===== config.mk =====
export PLATFORM = sky130hd
export DESIGN_NAME = controller_pio_ext
export DESIGN_NICKNAME = d
export VERILOG_FILES = /design/src/rtl/controller_pio_pkg.sv /design/src/rtl/controller_pio_ext_edge_capture.sv /design/src/rtl/controller_pio_ext.sv
export SDC_FILE = /design/constraint.sdc
export NUM_CORES = 1
export LEC_CHECK = 0
export ABC_AREA = 1
export CAP_MARGIN = 20
export CORE_MARGIN = 5
export CORE_UTILIZATION = 30
export DETAILED_ROUTE_END_ITERATION = 8
export DONT_BUFFER_PORTS = 1
export GPL_ROUTABILITY_DRIVEN = 0
export PLACE_DENSITY = 0.44
export SLEW_MARGIN = 15
export SYNTH_ARGS = -nofsm -noshare
export SYNTH_HDL_FRONTEND = slang
export SYNTH_HIERARCHICAL = 1
export SYNTH_SLANG_ARGS = --single-unit

===== constraint.sdc =====
create_clock -name clk -period 2.5 [get_ports clk]
set_input_delay 0.5 -clock clk [delete_from_list [all_inputs] [get_ports clk]]
set_output_delay 0.5 -clock clk [all_outputs]
set_load 0.03 [all_outputs]

===== src/rtl/controller_pio_pkg.sv =====
// controller_pio_pkg
// Shared definitions for controller_pio_ext and its edge-capture block:
//   - Avalon word addresses of the eight registers
//   - capture-edge selector values for the EDGE_TYPE parameter
//   - state encoding of the one-shot pulse engine
package controller_pio_pkg;

  localparam logic [2:0] ADDR_DATA    = 3'd0;
  localparam logic [2:0] ADDR_OUT     = 3'd1;
  localparam logic [2:0] ADDR_IRQMASK = 3'd2;
  localparam logic [2:0] ADDR_EDGECAP = 3'd3;
  localparam logic [2:0] ADDR_SET     = 3'd4;
  localparam logic [2:0] ADDR_CLR     = 3'd5;
  localparam logic [2:0] ADDR_TGL     = 3'd6;
  localparam logic [2:0] ADDR_PULSE   = 3'd7;

  localparam int EDGE_RISING  = 0;
  localparam int EDGE_FALLING = 1;
  localparam int EDGE_ANY     = 2;

  typedef enum logic {
    PULSE_IDLE,
    PULSE_ACTIVE
  } pulse_state_t;

endpackage


===== src/rtl/controller_pio_ext_edge_capture.sv =====
// pio_edge_capture
// Input side of the PIO: synchroniser chain, edge detector, write-1-to-clear
// capture register, interrupt mask and the registered level interrupt.
// Ports:
//   clk, reset   system clock, synchronous active-high reset
//   in_port      asynchronous inputs
//   mask_we      load irq_mask from wdata this cycle
//   cap_w1c_we   clear edge_cap bits where wdata is 1 this cycle
//   wdata        write data (IN_WIDTH bits)
//   in_sync      synchronised inputs
//   irq_mask     current interrupt mask
//   edge_cap     captured edges
//   irq          registered level interrupt
module pio_edge_capture
  import controller_pio_pkg::*;
#(
  parameter int IN_WIDTH    = 8,
  parameter int EDGE_TYPE   = EDGE_RISING,
  parameter int SYNC_STAGES = 2
) (
  input  logic                clk,
  input  logic                reset,
  input  logic [IN_WIDTH-1:0] in_port,
  input  logic                mask_we,
  input  logic                cap_w1c_we,
  input  logic [IN_WIDTH-1:0] wdata,
  output logic [IN_WIDTH-1:0] in_sync,
  output logic [IN_WIDTH-1:0] irq_mask,
  output logic [IN_WIDTH-1:0] edge_cap,
  output logic                irq
);

  logic [SYNC_STAGES-1:0][IN_WIDTH-1:0] sync_reg;
  logic [IN_WIDTH-1:0] in_prev_reg;
  logic [IN_WIDTH-1:0] edge_cap_reg, edge_cap_next;
  logic [IN_WIDTH-1:0] irq_mask_reg, irq_mask_next;
  logic [IN_WIDTH-1:0] edge_hit;
  logic                irq_reg;

  assign in_sync = sync_reg[SYNC_STAGES-1];

  always_comb begin
    case (EDGE_TYPE)
      EDGE_FALLING: edge_hit = ~in_sync & in_prev_reg;
      EDGE_ANY:     edge_hit = in_sync ^ in_prev_reg;
      default:      edge_hit = in_sync & ~in_prev_reg;
    endcase
  end

  // The OR with edge_hit comes last so a fresh edge survives a same-cycle W1C.
  always_comb begin
    edge_cap_next = (edge_cap_reg & ~(cap_w1c_we ? wdata : '0)) | edge_hit;
    irq_mask_next = mask_we ? wdata : irq_mask_reg;
  end

  always_ff @(posedge clk) begin
    if (reset) begin
      sync_reg     <= '0;
      in_prev_reg  <= '0;
      edge_cap_reg <= '0;
      irq_mask_reg <= '0;
      irq_reg      <= 1'b0;
    end else begin
      sync_reg[0] <= in_port;
      for (int i = 1; i < SYNC_STAGES; i++) begin
        sync_reg[i] <= sync_reg[i-1];
      end
      in_prev_reg  <= in_sync;
      edge_cap_reg <= edge_cap_next;
      irq_mask_reg <= irq_mask_next;
      // Built from the next-state values so a mask or W1C write drops irq
      // on the same edge that updates the registers.
      irq_reg      <= |(edge_cap_next & irq_mask_next);
    end
  end

  assign irq_mask = irq_mask_reg;
  assign edge_cap = edge_cap_reg;
  assign irq      = irq_reg;

endmodule


===== src/rtl/controller_pio_ext.sv =====
// controller_pio_ext
// Avalon-MM PIO slave: OUT_WIDTH-bit output port with write/set/clear/toggle
// and hardware-timed one-shot pulses, plus an IN_WIDTH-bit synchronised input
// port with per-bit edge capture and a maskable level interrupt.
// Ports:
//   clk, reset   system clock, synchronous active-high reset
//   address      word address (DATA, OUT, IRQMASK, EDGECAP, SET, CLR, TGL, PULSE)
//   chipselect   slave select
//   write_n      active-low write strobe
//   writedata    write data
//   readdata     combinational read data, zero-extended
//   in_port      asynchronous inputs
//   out_port     registered outputs
//   irq          registered level interrupt
module controller_pio_ext
  import controller_pio_pkg::*;
#(
  parameter int                 OUT_WIDTH    = 11,
  parameter int                 IN_WIDTH     = 8,
  parameter logic [OUT_WIDTH-1:0] OUT_RESET  = '0,
  parameter int                 EDGE_TYPE    = EDGE_RISING,
  parameter int                 SYNC_STAGES  = 2,
  parameter int                 PULSE_CYCLES = 16
) (
  input  logic                 clk,
  input  logic                 reset,
  input  logic [2:0]           address,
  input  logic                 chipselect,
  input  logic                 write_n,
  input  logic [31:0]          writedata,
  output logic [31:0]          readdata,
  input  logic [IN_WIDTH-1:0]  in_port,
  output logic [OUT_WIDTH-1:0] out_port,
  output logic                 irq
);

  localparam int CNT_W = (PULSE_CYCLES > 1) ? $clog2(PULSE_CYCLES) : 1;
  localparam logic [CNT_W-1:0] CNT_LOAD = CNT_W'(PULSE_CYCLES - 1);

  logic                 wr;
  logic [OUT_WIDTH-1:0] wd_out;
  logic [IN_WIDTH-1:0]  wd_in;
  logic                 unused_wd;

  logic [OUT_WIDTH-1:0] out_reg, out_next;
  logic [OUT_WIDTH-1:0] pulse_mask_reg, pulse_mask_next;
  logic [CNT_W-1:0]     counter_reg, counter_next;
  pulse_state_t         state_reg, state_next;

  logic [IN_WIDTH-1:0]  in_sync;
  logic [IN_WIDTH-1:0]  irq_mask;
  logic [IN_WIDTH-1:0]  edge_cap;

  assign wr        = chipselect & ~write_n;
  // Bits above the port widths are dropped, so out-of-range writes do nothing.
  assign wd_out    = writedata[OUT_WIDTH-1:0];
  assign wd_in     = writedata[IN_WIDTH-1:0];
  assign unused_wd = ^writedata;

  pio_edge_capture #(
    .IN_WIDTH    (IN_WIDTH),
    .EDGE_TYPE   (EDGE_TYPE),
    .SYNC_STAGES (SYNC_STAGES)
  ) u_edge_capture (
    .clk        (clk),
    .reset      (reset),
    .in_port    (in_port),
    .mask_we    (wr && (address == ADDR_IRQMASK)),
    .cap_w1c_we (wr && (address == ADDR_EDGECAP)),
    .wdata      (wd_in),
    .in_sync    (in_sync),
    .irq_mask   (irq_mask),
    .edge_cap   (edge_cap),
    .irq        (irq)
  );

  // Pulse engine and output register. Expiry is applied first, then the
  // CPU write; any bit the CPU writes leaves pulse ownership.
  always_comb begin
    out_next        = out_reg;
    pulse_mask_next = pulse_mask_reg;
    counter_next    = counter_reg;
    state_next      = state_reg;

    if (state_reg == PULSE_ACTIVE) begin
      if (counter_reg == '0) begin
        out_next        = out_next & ~pulse_mask_reg;
        pulse_mask_next = '0;
        state_next      = PULSE_IDLE;
      end else begin
        counter_next = counter_reg - CNT_W'(1);
      end
    end

    if (wr) begin
      case (address)
        ADDR_DATA, ADDR_OUT: begin
          out_next        = wd_out;
          pulse_mask_next = '0;
        end
        ADDR_SET: begin
          out_next        = out_next | wd_out;
          pulse_mask_next = pulse_mask_next & ~wd_out;
        end
        ADDR_CLR: begin
          out_next        = out_next & ~wd_out;
          pulse_mask_next = pulse_mask_next & ~wd_out;
        end
        ADDR_TGL: begin
          out_next        = out_next ^ wd_out;
          pulse_mask_next = pulse_mask_next & ~wd_out;
        end
        ADDR_PULSE: begin
          if (wd_out != '0) begin
            // Retrigger: bits of the old pulse not in the new mask drop now.
            out_next        = (out_next & ~pulse_mask_next) | wd_out;
            pulse_mask_next = wd_out;
            counter_next    = CNT_LOAD;
            state_next      = PULSE_ACTIVE;
          end
        end
        default: ;
      endcase
    end

    if (pulse_mask_next == '0) begin
      state_next = PULSE_IDLE;
    end
  end

  always_ff @(posedge clk) begin
    if (reset) begin
      out_reg        <= OUT_RESET;
      pulse_mask_reg <= '0;
      counter_reg    <= '0;
      state_reg      <= PULSE_IDLE;
    end else begin
      out_reg        <= out_next;
      pulse_mask_reg <= pulse_mask_next;
      counter_reg    <= counter_next;
      state_reg      <= state_next;
    end
  end

  assign out_port = out_reg;

  always_comb begin
    readdata = '0;
    case (address)
      ADDR_DATA:    readdata[IN_WIDTH-1:0]  = in_sync;
      ADDR_OUT:     readdata[OUT_WIDTH-1:0] = out_reg;
      ADDR_IRQMASK: readdata[IN_WIDTH-1:0]  = irq_mask;
      ADDR_EDGECAP: readdata[IN_WIDTH-1:0]  = edge_cap;
      ADDR_PULSE: begin
        readdata[OUT_WIDTH-1:0] = pulse_mask_reg;
        readdata[31]            = readdata[31] | (state_reg == PULSE_ACTIVE);
      end
      default: ;
    endcase
  end

endmodule


==> flow_summary.json <==
{
  "grt_pass1_vias": 3646,
  "core_um2": 13900,
  "cp-start-kind": "flop",
  "final_util_pct": 34.3,
  "finalHoldViolCount": 0,
  "synth-edff-count": 0,
  "diodes": 0,
  "synth_mux_area_share_pct": 0.265,
  "power.leakage_uw": 0.00213,
  "cts_tree": "yes",
  "clk_latency_ps": 340,
  "clock_path_buffers": 2,
  "holdPathStages": 1,
  "routed_wl_um": 12600,
  "reg2reg_to": "state_reg$_SDFF_PP0_",
  "drive_above_1_share_pct": 9.83,
  "vias_per_cell": 4.74,
  "synthToLayoutAreaGrowth_pct": 11.9,
  "syn_area_per_cell_um2": 6.67,
  "port_buffers": 0,
  "synth-main-ff-cell": "dfxtp_1",
  "start_util_pct": 30.7,
  "rsz0062_at_grt": "no",
  "min_from": "reset",
  "postPlaceCellArea_um2": 4430,
  "vias": 3939,
  "peakVddDrop_mv": 0.392,
  "synth_fa_ha_area_share_pct": 6.76,
  "cts_hold_buf": 0,
  "die_w_um": 129,
  "drc": 0,
  "avgRoutedWirePerCell_um": 15.1,
  "cts_buffers": 9,
  "yosysWarningCount": 6,
  "timing.slew.headroom_pct": 60.2,
  "reg2reg_from": "counter_reg[0]$_SDFF_PP0_",
  "min_to": "u_edge_capture/sync_reg[7]$_SDFF_PP0_",
  "synth_top_area_share_pct": 32.0,
  "setup_viol": 0,
  "finalCritPeriodShare_pct": 88.9,
  "synth_top_family_by_area": "simple AND/OR/NAND/NOR gates",
  "hp-class": "in2reg",
  "ys_seq_area_share_pct": 32.0,
  "cts_setup_buffers": 0,
  "drt_iter0_drc": 225,
  "first_pass_iters": 5,
  "design_area_um2": 4760,
  "cts_resized": 0,
  "antenna_found_initial": 0,
  "outcome": "completed",
  "cp.arrival_ps": 2470,
  "grt_pass1_wl_um": 19500,
  "gr-total-overflow": 0,
  "place.detailed.hpwl_um": 9030,
  "ys_types": 35,
  "yosys_register_bits": 68,
  "r2r_slack_ps": 280,
  "clock_sinks": 68,
  "synth_largest_area_cell": "dfxtp_1",
  "whs_ps": 225,
  "tightest_slew_ps": 595,
  "ios": 91,
  "grtUsageTotal_pct": 15.4,
  "synth_area_leaders": "dfxtp_1 32%, nand2_1 13%, inv_1 8.7%, ha_1 6.8%, a21oi_1 6.5%",
  "root_buffer": "clkbuf_16",
  "finClkSkew_ps": 3.80,
  "crit_required_ps": 2750,
  "die_area_um2": 16700,
  "final_common_cell": "nand2_1",
  "reg2reg_depth": 14,
  "grt_max_degree": 59,
  "min_period_ps": 2220,
  "crit_type": "reg2reg",
  "fp.dieH_um": 129,
  "yosys.area_share.xor_xnor_pct": 0.206,
  "max-cap-violations": 0,
  "syn_inst": 638,
  "layout.nets": 716,
  "drv_slew": 0,
  "power_density_nw_per_um2": 616,
  "fmax_mhz": 450,
  "clkTransAtPathRegs_ps": 60,
  "layout_common_cells": "146 x nand2_1, 99 x inv_1, 68 x nor2_1, 68 x dfxtp_1, 55 x a21oi_1",
  "async_flop_share_pct": 0,
  "cts.htree.levels": 3,
  "setup_tns_ps": 0,
  "netlist_area_um2": 4260,
  "synth_simple_gate_area_share_pct": 24.6,
  "endpoint_kind": "flop",
  "crit_path_max_fanout": 8,
  "ant_nets": 0,
  "rows": 43,
  "synth-compound-area-share_pct": 17.9
}
## metrics by stage
stage	setup WS, ps	cells	power (uW)
6_report	279	831	2930
5_1_grt	36.0	831	3060
4_1_cts	284	831	2980
3_5_place_dp	294	815	1510
3_3_place_gp	322	815	1500
2_1_floorplan	198	657	1480
## critical path, stage by stage (launching register included)
cell and delay (ps):
dfxtp_1 310, inv_1 100, ha_1 200, nand2_1 60, inv_1 70, nand3_1 250, buf_4 280, nand2_1 110
o21ai_0 80, nor2_1 180, nand3_1 110, nor2_1 160, nand3_1 110, nand2_1 70, inv_1 30
## worst max path at each step
stage	from	endpoint	cells past startpoint
2_1_floorplan	address[2]	readdata[10]	6
3_3_place_gp	counter_reg[0]$_SDFF_PP0_	state_reg$_SDFF_PP0_	14
3_5_place_dp	counter_reg[0]$_SDFF_PP0_	state_reg$_SDFF_PP0_	14
4_1_cts	counter_reg[0]$_SDFF_PP0_	state_reg$_SDFF_PP0_	14
5_1_grt	counter_reg[0]$_SDFF_PP0_	state_reg$_SDFF_PP0_	14
6_report	counter_reg[0]$_SDFF_PP0_	state_reg$_SDFF_PP0_	14
## cell families (layout without fill, tap and decap cells)
kind of cell               count (synthesis)  after routing
other                                      1             20
buffers and inverters                    157            151
AOI/OAI and AO/OA                        133            133
adders and majority gates                 23             23
and+or+nand+nor                          254            254
muxes                                      1              1
DFF                                       68             68
xor gates and xnor gates                   1              1
## area by class of cell
| cell class | count | area (um^2) |
|---|---|---|
| Clock inverter | 5 | 83.8 |
| Inverter | 105 | 399 |
| Fill cell | 1518 | 9120 |
| Timing Repair Buffer | 30 | 250 |
| Tap cell | 180 | 225 |
| Clock buffer | 11 | 253 |
| Multi-Input combinational cell | 432 | 2190 |
| Sequential cell | 68 | 1360 |
## cell usage after synthesis (2+ instances only)
| cell | n |
|---|---|
| inv_2 | 4 |
| o21ai_0 | 35 |
| nand4_1 | 9 |
| nor2_1 | 68 |
| a22oi_1 | 6 |
| buf_2 | 3 |
| nand2_1 | 146 |
| nor2_4 | 2 |
| o22ai_1 | 8 |
| nor2_2 | 4 |
| nor3_1 | 2 |
| inv_1 | 99 |
| inv_4 | 2 |
| buf_4 | 30 |
| nand2_2 | 2 |
| buf_6 | 7 |
| a211oi_1 | 4 |
| a31oi_1 | 8 |
| dfxtp_1 | 68 |
| ha_1 | 23 |
| o21ai_1 | 4 |
| nand3_1 | 19 |
| clkbuf_1 | 11 |
| a21oi_1 | 55 |
| a221o_1 | 2 |
| o2111ai_1 | 5 |
| o221ai_1 | 4 |
## layer usage
layer | up-vias | part of all wire [%] | GRT usage [%]
met3 | 28 | 7.0 | 4.12
met5 | - | 0 | 0
met4 | 0 | 2.9 | 7.04
li1 | 2005 | - | -
met1 | 1767 | 44 | 18.9
met2 | 139 | 46 | 25.2
## where the power goes
part | switching, uW | internal, uW
logic | 227 | 96.7
registers | 44.7 | 1120
clock network | 514 | 929
total | 786 | 2150
Power figures use the tool's default switching activity.
==> RTL edit 1, RTL diff (same settings) <==
Make the reset (`reset`) asynchronous in 2 clocked blocks. Comments in the files are not updated.
--- a/src/rtl/controller_pio_ext_edge_capture.sv
+++ b/src/rtl/controller_pio_ext_edge_capture.sv
@@ -53,7 +53,7 @@
     irq_mask_next = mask_we ? wdata : irq_mask_reg;
   end
 
-  always_ff @(posedge clk) begin
+  always_ff @(posedge clk or posedge reset) begin
     if (reset) begin
       sync_reg     <= '0;
       in_prev_reg  <= '0;
--- a/src/rtl/controller_pio_ext.sv
+++ b/src/rtl/controller_pio_ext.sv
@@ -128,7 +128,7 @@
     end
   end
 
-  always_ff @(posedge clk) begin
+  always_ff @(posedge clk or posedge reset) begin
     if (reset) begin
       out_reg        <= OUT_RESET;
       pulse_mask_reg <= '0;
Formal check against the unedited RTL: differs if reset is asserted again (counterexample within 4 cycles, from zero or initial values and one cycle with reset high); with reset held inactive, the same outputs for 4 cycles.
==> RTL edit 1 against the unedited design <==
  * Synthesized area increased by 0.38%
  * Wire length decreased by 4.5%
  * Sequential cell count unchanged
  * Core utilization decreased by 0.29 points
  * Synthesized cell count decreased by 17%
  * Final area decreased by 0.47%
  * Hold slack got worse by 97 ps
  * Global-route usage decreased by 0.062 points
  * Worst setup slack got worse by 4.2 ps
  * Largest cell class unchanged
  * Highest routed layer unchanged
Power is not compared: it rests on default switching activity, and its combinational part moved more than twofold at a synthesized area within 25%.
==> RTL edit 1: results (changes against the unedited design) <==
Clocking
• 340 ps — Clk Latency, worst-skew pair, about the same
• 9 — total CTS buffers, unchanged
• sky130_fd_sc_hd__clkbuf_16 — root buffer cell
• 3 — H-tree depth, unchanged
• 60 ps — CTS clock-pin slew for the worst setup and hold paths, about the same
• 0 — Gates resized, CTS repair, unchanged
• 2 — maximum root-to-sink buffer count, unchanged
• 0 — number of setup buffers added after CTS, unchanged

Yosys
• 35 — number of different library cells in the post-synthesis netlist, unchanged
• 100% — async set or reset register ratio after synthesis, +100 points
• 6 — yosys synthesis warning count, unchanged
• sky130_fd_sc_hd__dfrtp_1 40%, sky130_fd_sc_hd__nand2_1 12%, sky130_fd_sc_hd__ha_1 6.7% — most area-consuming cells after synthesis
• 134 x sky130_fd_sc_hd__nand2_1, 68 x sky130_fd_sc_hd__dfrtp_1, 64 x sky130_fd_sc_hd__inv_1 — commonest cells in the netlist
• sky130_fd_sc_hd__dfrtp_1 — dominant register cell in the synthesized netlist
• 39.8% — part of the Yosys area used for sequential elements, +7.8 points

Finish
• 15.1% — fraction of final layout cells with drive strength greater than 1, +5.3 points
• 614 — number of nets at the end of the flow, -14%
• 1445 — layout filler cell count, -4.8%
• 0 — Diodes inserted, unchanged

Route
• 4 — total iterations of the first detailed-routing run, -1
• 231 — Iter 0 DRT Violations, +2.7%
• 3556 — Via Count, -9.7%
• 16.5 um — Wirelength per Cell, +8.9%

Setup path
• sky130_fd_sc_hd__dfrtp_1 — slowest stage cell, crit path
• counter_reg[0] — RR Startpoint
• 400 ps — biggest cell delay along the critical path, +90 ps
• 8 — highest net fanout along the worst path, unchanged
• 2470 ps — data arrival time of the worst path, about the same
• 11 — R2R cell count, -3
• out_port[1] — capture point of the worst reg-to-reg path

Global route
• 0 — number of antenna violations at the first check in global routing, unchanged
• 3655 — number of global-route vias before repair, +0.25%
• 15.3% — GRT Total Usage, -0.062 points
• 19.6 mm — first-pass GRT wire length, +0.42%
• 42 — largest net degree at the start of global routing, -29%

STA
• 5.95 ps — clock skew, +2.16 ps
• 657 ps — Least-Margin Pin Slew, +61.8 ps
• 449 MHz — maximum operating frequency, -0.19%

Power
• 0.518 mV — IR Drop Worst-Case VDD
• 0.00240 uW — leakage power figure

Outcome
• finished clean — run status

Placed design
• 290 ps — pre-CTS setup slack, -4.74 ps
• 0 — count of input and output buffers, unchanged
• 8.83 mm — HPWL Detailed, -2.2%

Worst hold path
• in2async — class of the tightest hold or removal check

RTL edit 1: critical path, delay by kind of cell (launching register included):
family                   cells  cell delay, ps
adder cells (fa/ha/maj)      2             430
AO/OA/AOI/OAI                4             690
buffers and inverters        4             520
flip-flops                   1             400
AND/OR/NAND/NOR              1             100
RTL edit 1: final cells by class:
type	instances	area share, %
multi-input combinational	361	42.4
sequential	68	35.9
inverter	73	5.89
timing repair buffer	31	5.17
clock buffer	10	5.04
tap	180	4.75
clock inverter	6	0.845
RTL edit 1: worst max-delay path by stage:
stage | start | endpoint | cells past startpoint
global route | counter_reg[0] | out_port[5] | 11
global placement | chipselect | state_reg | 12
CTS | counter_reg[0] | out_port[1] | 11
detailed placement | chipselect | state_reg | 12
finish | counter_reg[0] | out_port[1] | 11
floorplan | address[2] | readdata[10] | 7
RTL edit 1: routing by layer:
metal | up-vias | part of all wire, % | wire [um] | global-route usage, %
met1 | 1672 | 44 | 5300 | 19.6
met5 | - | 0 | 0 | 0
met4 | 0 | 2.6 | 311 | 6.42
met3 | 25 | 7.3 | 874 | 4.62
li1 | 1744 | - | - | -
met2 | 115 | 46 | 5510 | 24.1
RTL edit 1: cells by family (layout without fill, tap and decap cells):
group	Yosys count	count (layout)	synth area share, %
flops	68	68	39.8
fa+ha+maj	23	23	6.74
compound gates	108	108	16.4
xor+xnor	2	2	0.410
simple gates	208	208	21.7
buf+inv	120	120	14.8
other cells	1	20	0.0878
RTL edit 1: power breakdown:
group	internal, uW	switching, uW
Clock	696	499
Combinational	307	585
Sequential	1270	250
Total	2270	1330
RTL edit 1: stage by stage:
stage / util, % / hold slack (ps) / cells / total power (uW) / area (sq um)
global placement: 32.0 / 332 / 713 / 2400 / 4460
detailed placement: 32.0 / 338 / 713 / 2430 / 4460
global route: 34.0 / 166 / 729 / 3860 / 4740
floorplan: - / 331 / 549 / 2220 / 4340
CTS: 34.0 / 145 / 729 / 3660 / 4740
finish: 34.0 / 127 / 729 / 3600 / 4740
==> RTL edit 2, RTL diff (config.mk and constraints unchanged) <==
Made on the original files. Set the parameter `PULSE_CYCLES` to 8 (it was 16).
--- a/src/rtl/controller_pio_ext.sv
+++ b/src/rtl/controller_pio_ext.sv
@@ -20,7 +20,7 @@
   parameter logic [OUT_WIDTH-1:0] OUT_RESET  = '0,
   parameter int                 EDGE_TYPE    = EDGE_RISING,
   parameter int                 SYNC_STAGES  = 2,
-  parameter int                 PULSE_CYCLES = 16
+  parameter int                 PULSE_CYCLES = 8
 ) (
   input  logic                 clk,
   input  logic                 reset,
Check against the original RTL: not equivalent (a bounded check fails within 10 cycles, from zero or initial values and one cycle with reset high).
==> RTL edit 2 against the unedited design <==
  * Combinational power fell by 2%
  * Sequential cell count fell by 1
  * Global-route usage fell by 0.43 points
  * Worst setup slack got worse by 97 ps
  * Wire length fell by 4.5%
  * Total power fell by 10%
  * Synthesized area fell by 1.6%
  * Clock power fell by 19%
  * Core utilization fell by 1.1 points
  * Final area fell by 4.0%
  * Via count fell by 4.7%
  * Non-clock buffer count fell by 7
  * Largest cell class unchanged
  * Highest routed layer unchanged
==> RTL edit 2: results (changes against the unedited design) <==
Finish
• 419 — count of multi-input combinational gates, -3.0%
• 5.91% — Layout clock area frac, -1.2 points
• 9.23% — Synth-to-Final Area Change
• 107 — Non-CTS inverters, +1.9%
• 1521 — layout filler cell count, +0.20%
• 47.3% — fraction of area in multi-input gates, +1.3 points
• 8.54% — fraction of final layout cells with drive strength greater than 1, -1.3 points
• 29.3% — sequential share of cell area, +0.74 points
• 698 — number of nets at the end of the flow, -2.5%

Power
• 0.512 mV — IR Drop Worst-Case VDD, +31%

STA
• 55.8% — max-slew headroom at the worst pin, -4.4 points
• 231 ps — hold_ws, +6.47 ps

Yosys
• 151 x sky130_fd_sc_hd__nand2_1, 100 x sky130_fd_sc_hd__inv_1, 67 x sky130_fd_sc_hd__dfxtp_1 — commonest cells in the netlist
• 32.0% — part of the Yosys area used for sequential elements, +0.038 points
• 0.00419 sq mm — post-synth design cell area, -1.6%
• sky130_fd_sc_hd__dfxtp_1 32%, sky130_fd_sc_hd__nand2_1 14%, sky130_fd_sc_hd__inv_1 9.0% — most area-consuming cells after synthesis
• 29 — number of different library cells in the post-synthesis netlist, -17%

Route
• 3754 — Via Count, -4.7%
• 4 — total iterations of the first detailed-routing run, -1
• 201 — Iter 0 DRT Violations, -11%
• 4.62 — Vias/cell, -2.5%

Placed design
• 796 — Placed Instances, -2.3%
• 8.54 mm — HPWL Detailed, -5.5%
• 0.00430 sq mm — Placed Area, -2.8%
• 205 ps — pre-CTS setup slack, -89.2 ps

Global route
• 58 — largest net degree at the start of global routing, -1.7%
• 3541 — number of global-route vias before repair, -2.9%
• 18.9 mm — first-pass GRT wire length, -3.4%

Setup path
• 11 — highest net fanout along the worst path, +3
• 9 — R2R cell count, -5
• 180 ps — Register-to-Register Setup Slack, -100 ps
• out_port[1] — crit path capture
• compound AO/OA/AOI/OAI gates — kind of cell adding the most delay to the critical path
• 370 ps — biggest cell delay along the critical path, +60 ps

Outcome
• finished clean — run status

## RTL edit 2: changes by cell type after synthesis, sizes merged, moves of 3 or more
cell,delta
nand4,-9
a221oi,+5
o221ai,+6
nand2,+6
a21oi,-10
nor2,-5
o2111ai,+3
o21ai,-7
## RTL edit 2: cell families after synthesis
kind of cell,synth area share (%)
compound gates,18.8
buf+inv,18.0
simple gates,23.9
flops,32.0
other cells,0.0895
fa+ha+maj,7.17
## RTL edit 2: per-layer routing
layer,track usage [%],up-vias,wire [um]
li1,-,1954,-
met1,18.5,1702,5320
met2,24.9,89,5800
met3,4.21,9,717
met4,5.06,0,164
met5,0,-,0
## RTL edit 2: where the power goes
part / switching (uW) / total (uW) / internal [uW]
Combinational: 223 / 316 / 92.9
Clock: 500 / 1170 / 670
Sequential: 46.7 / 1150 / 1110
## RTL edit 2: worst register-to-register path, delay by kind of cell (launching register included)
family,cells,cell delay [ps]
simple gates,1,130
buf+inv,3,430
fa+ha+maj,2,500
flops,1,340
compound gates,3,810
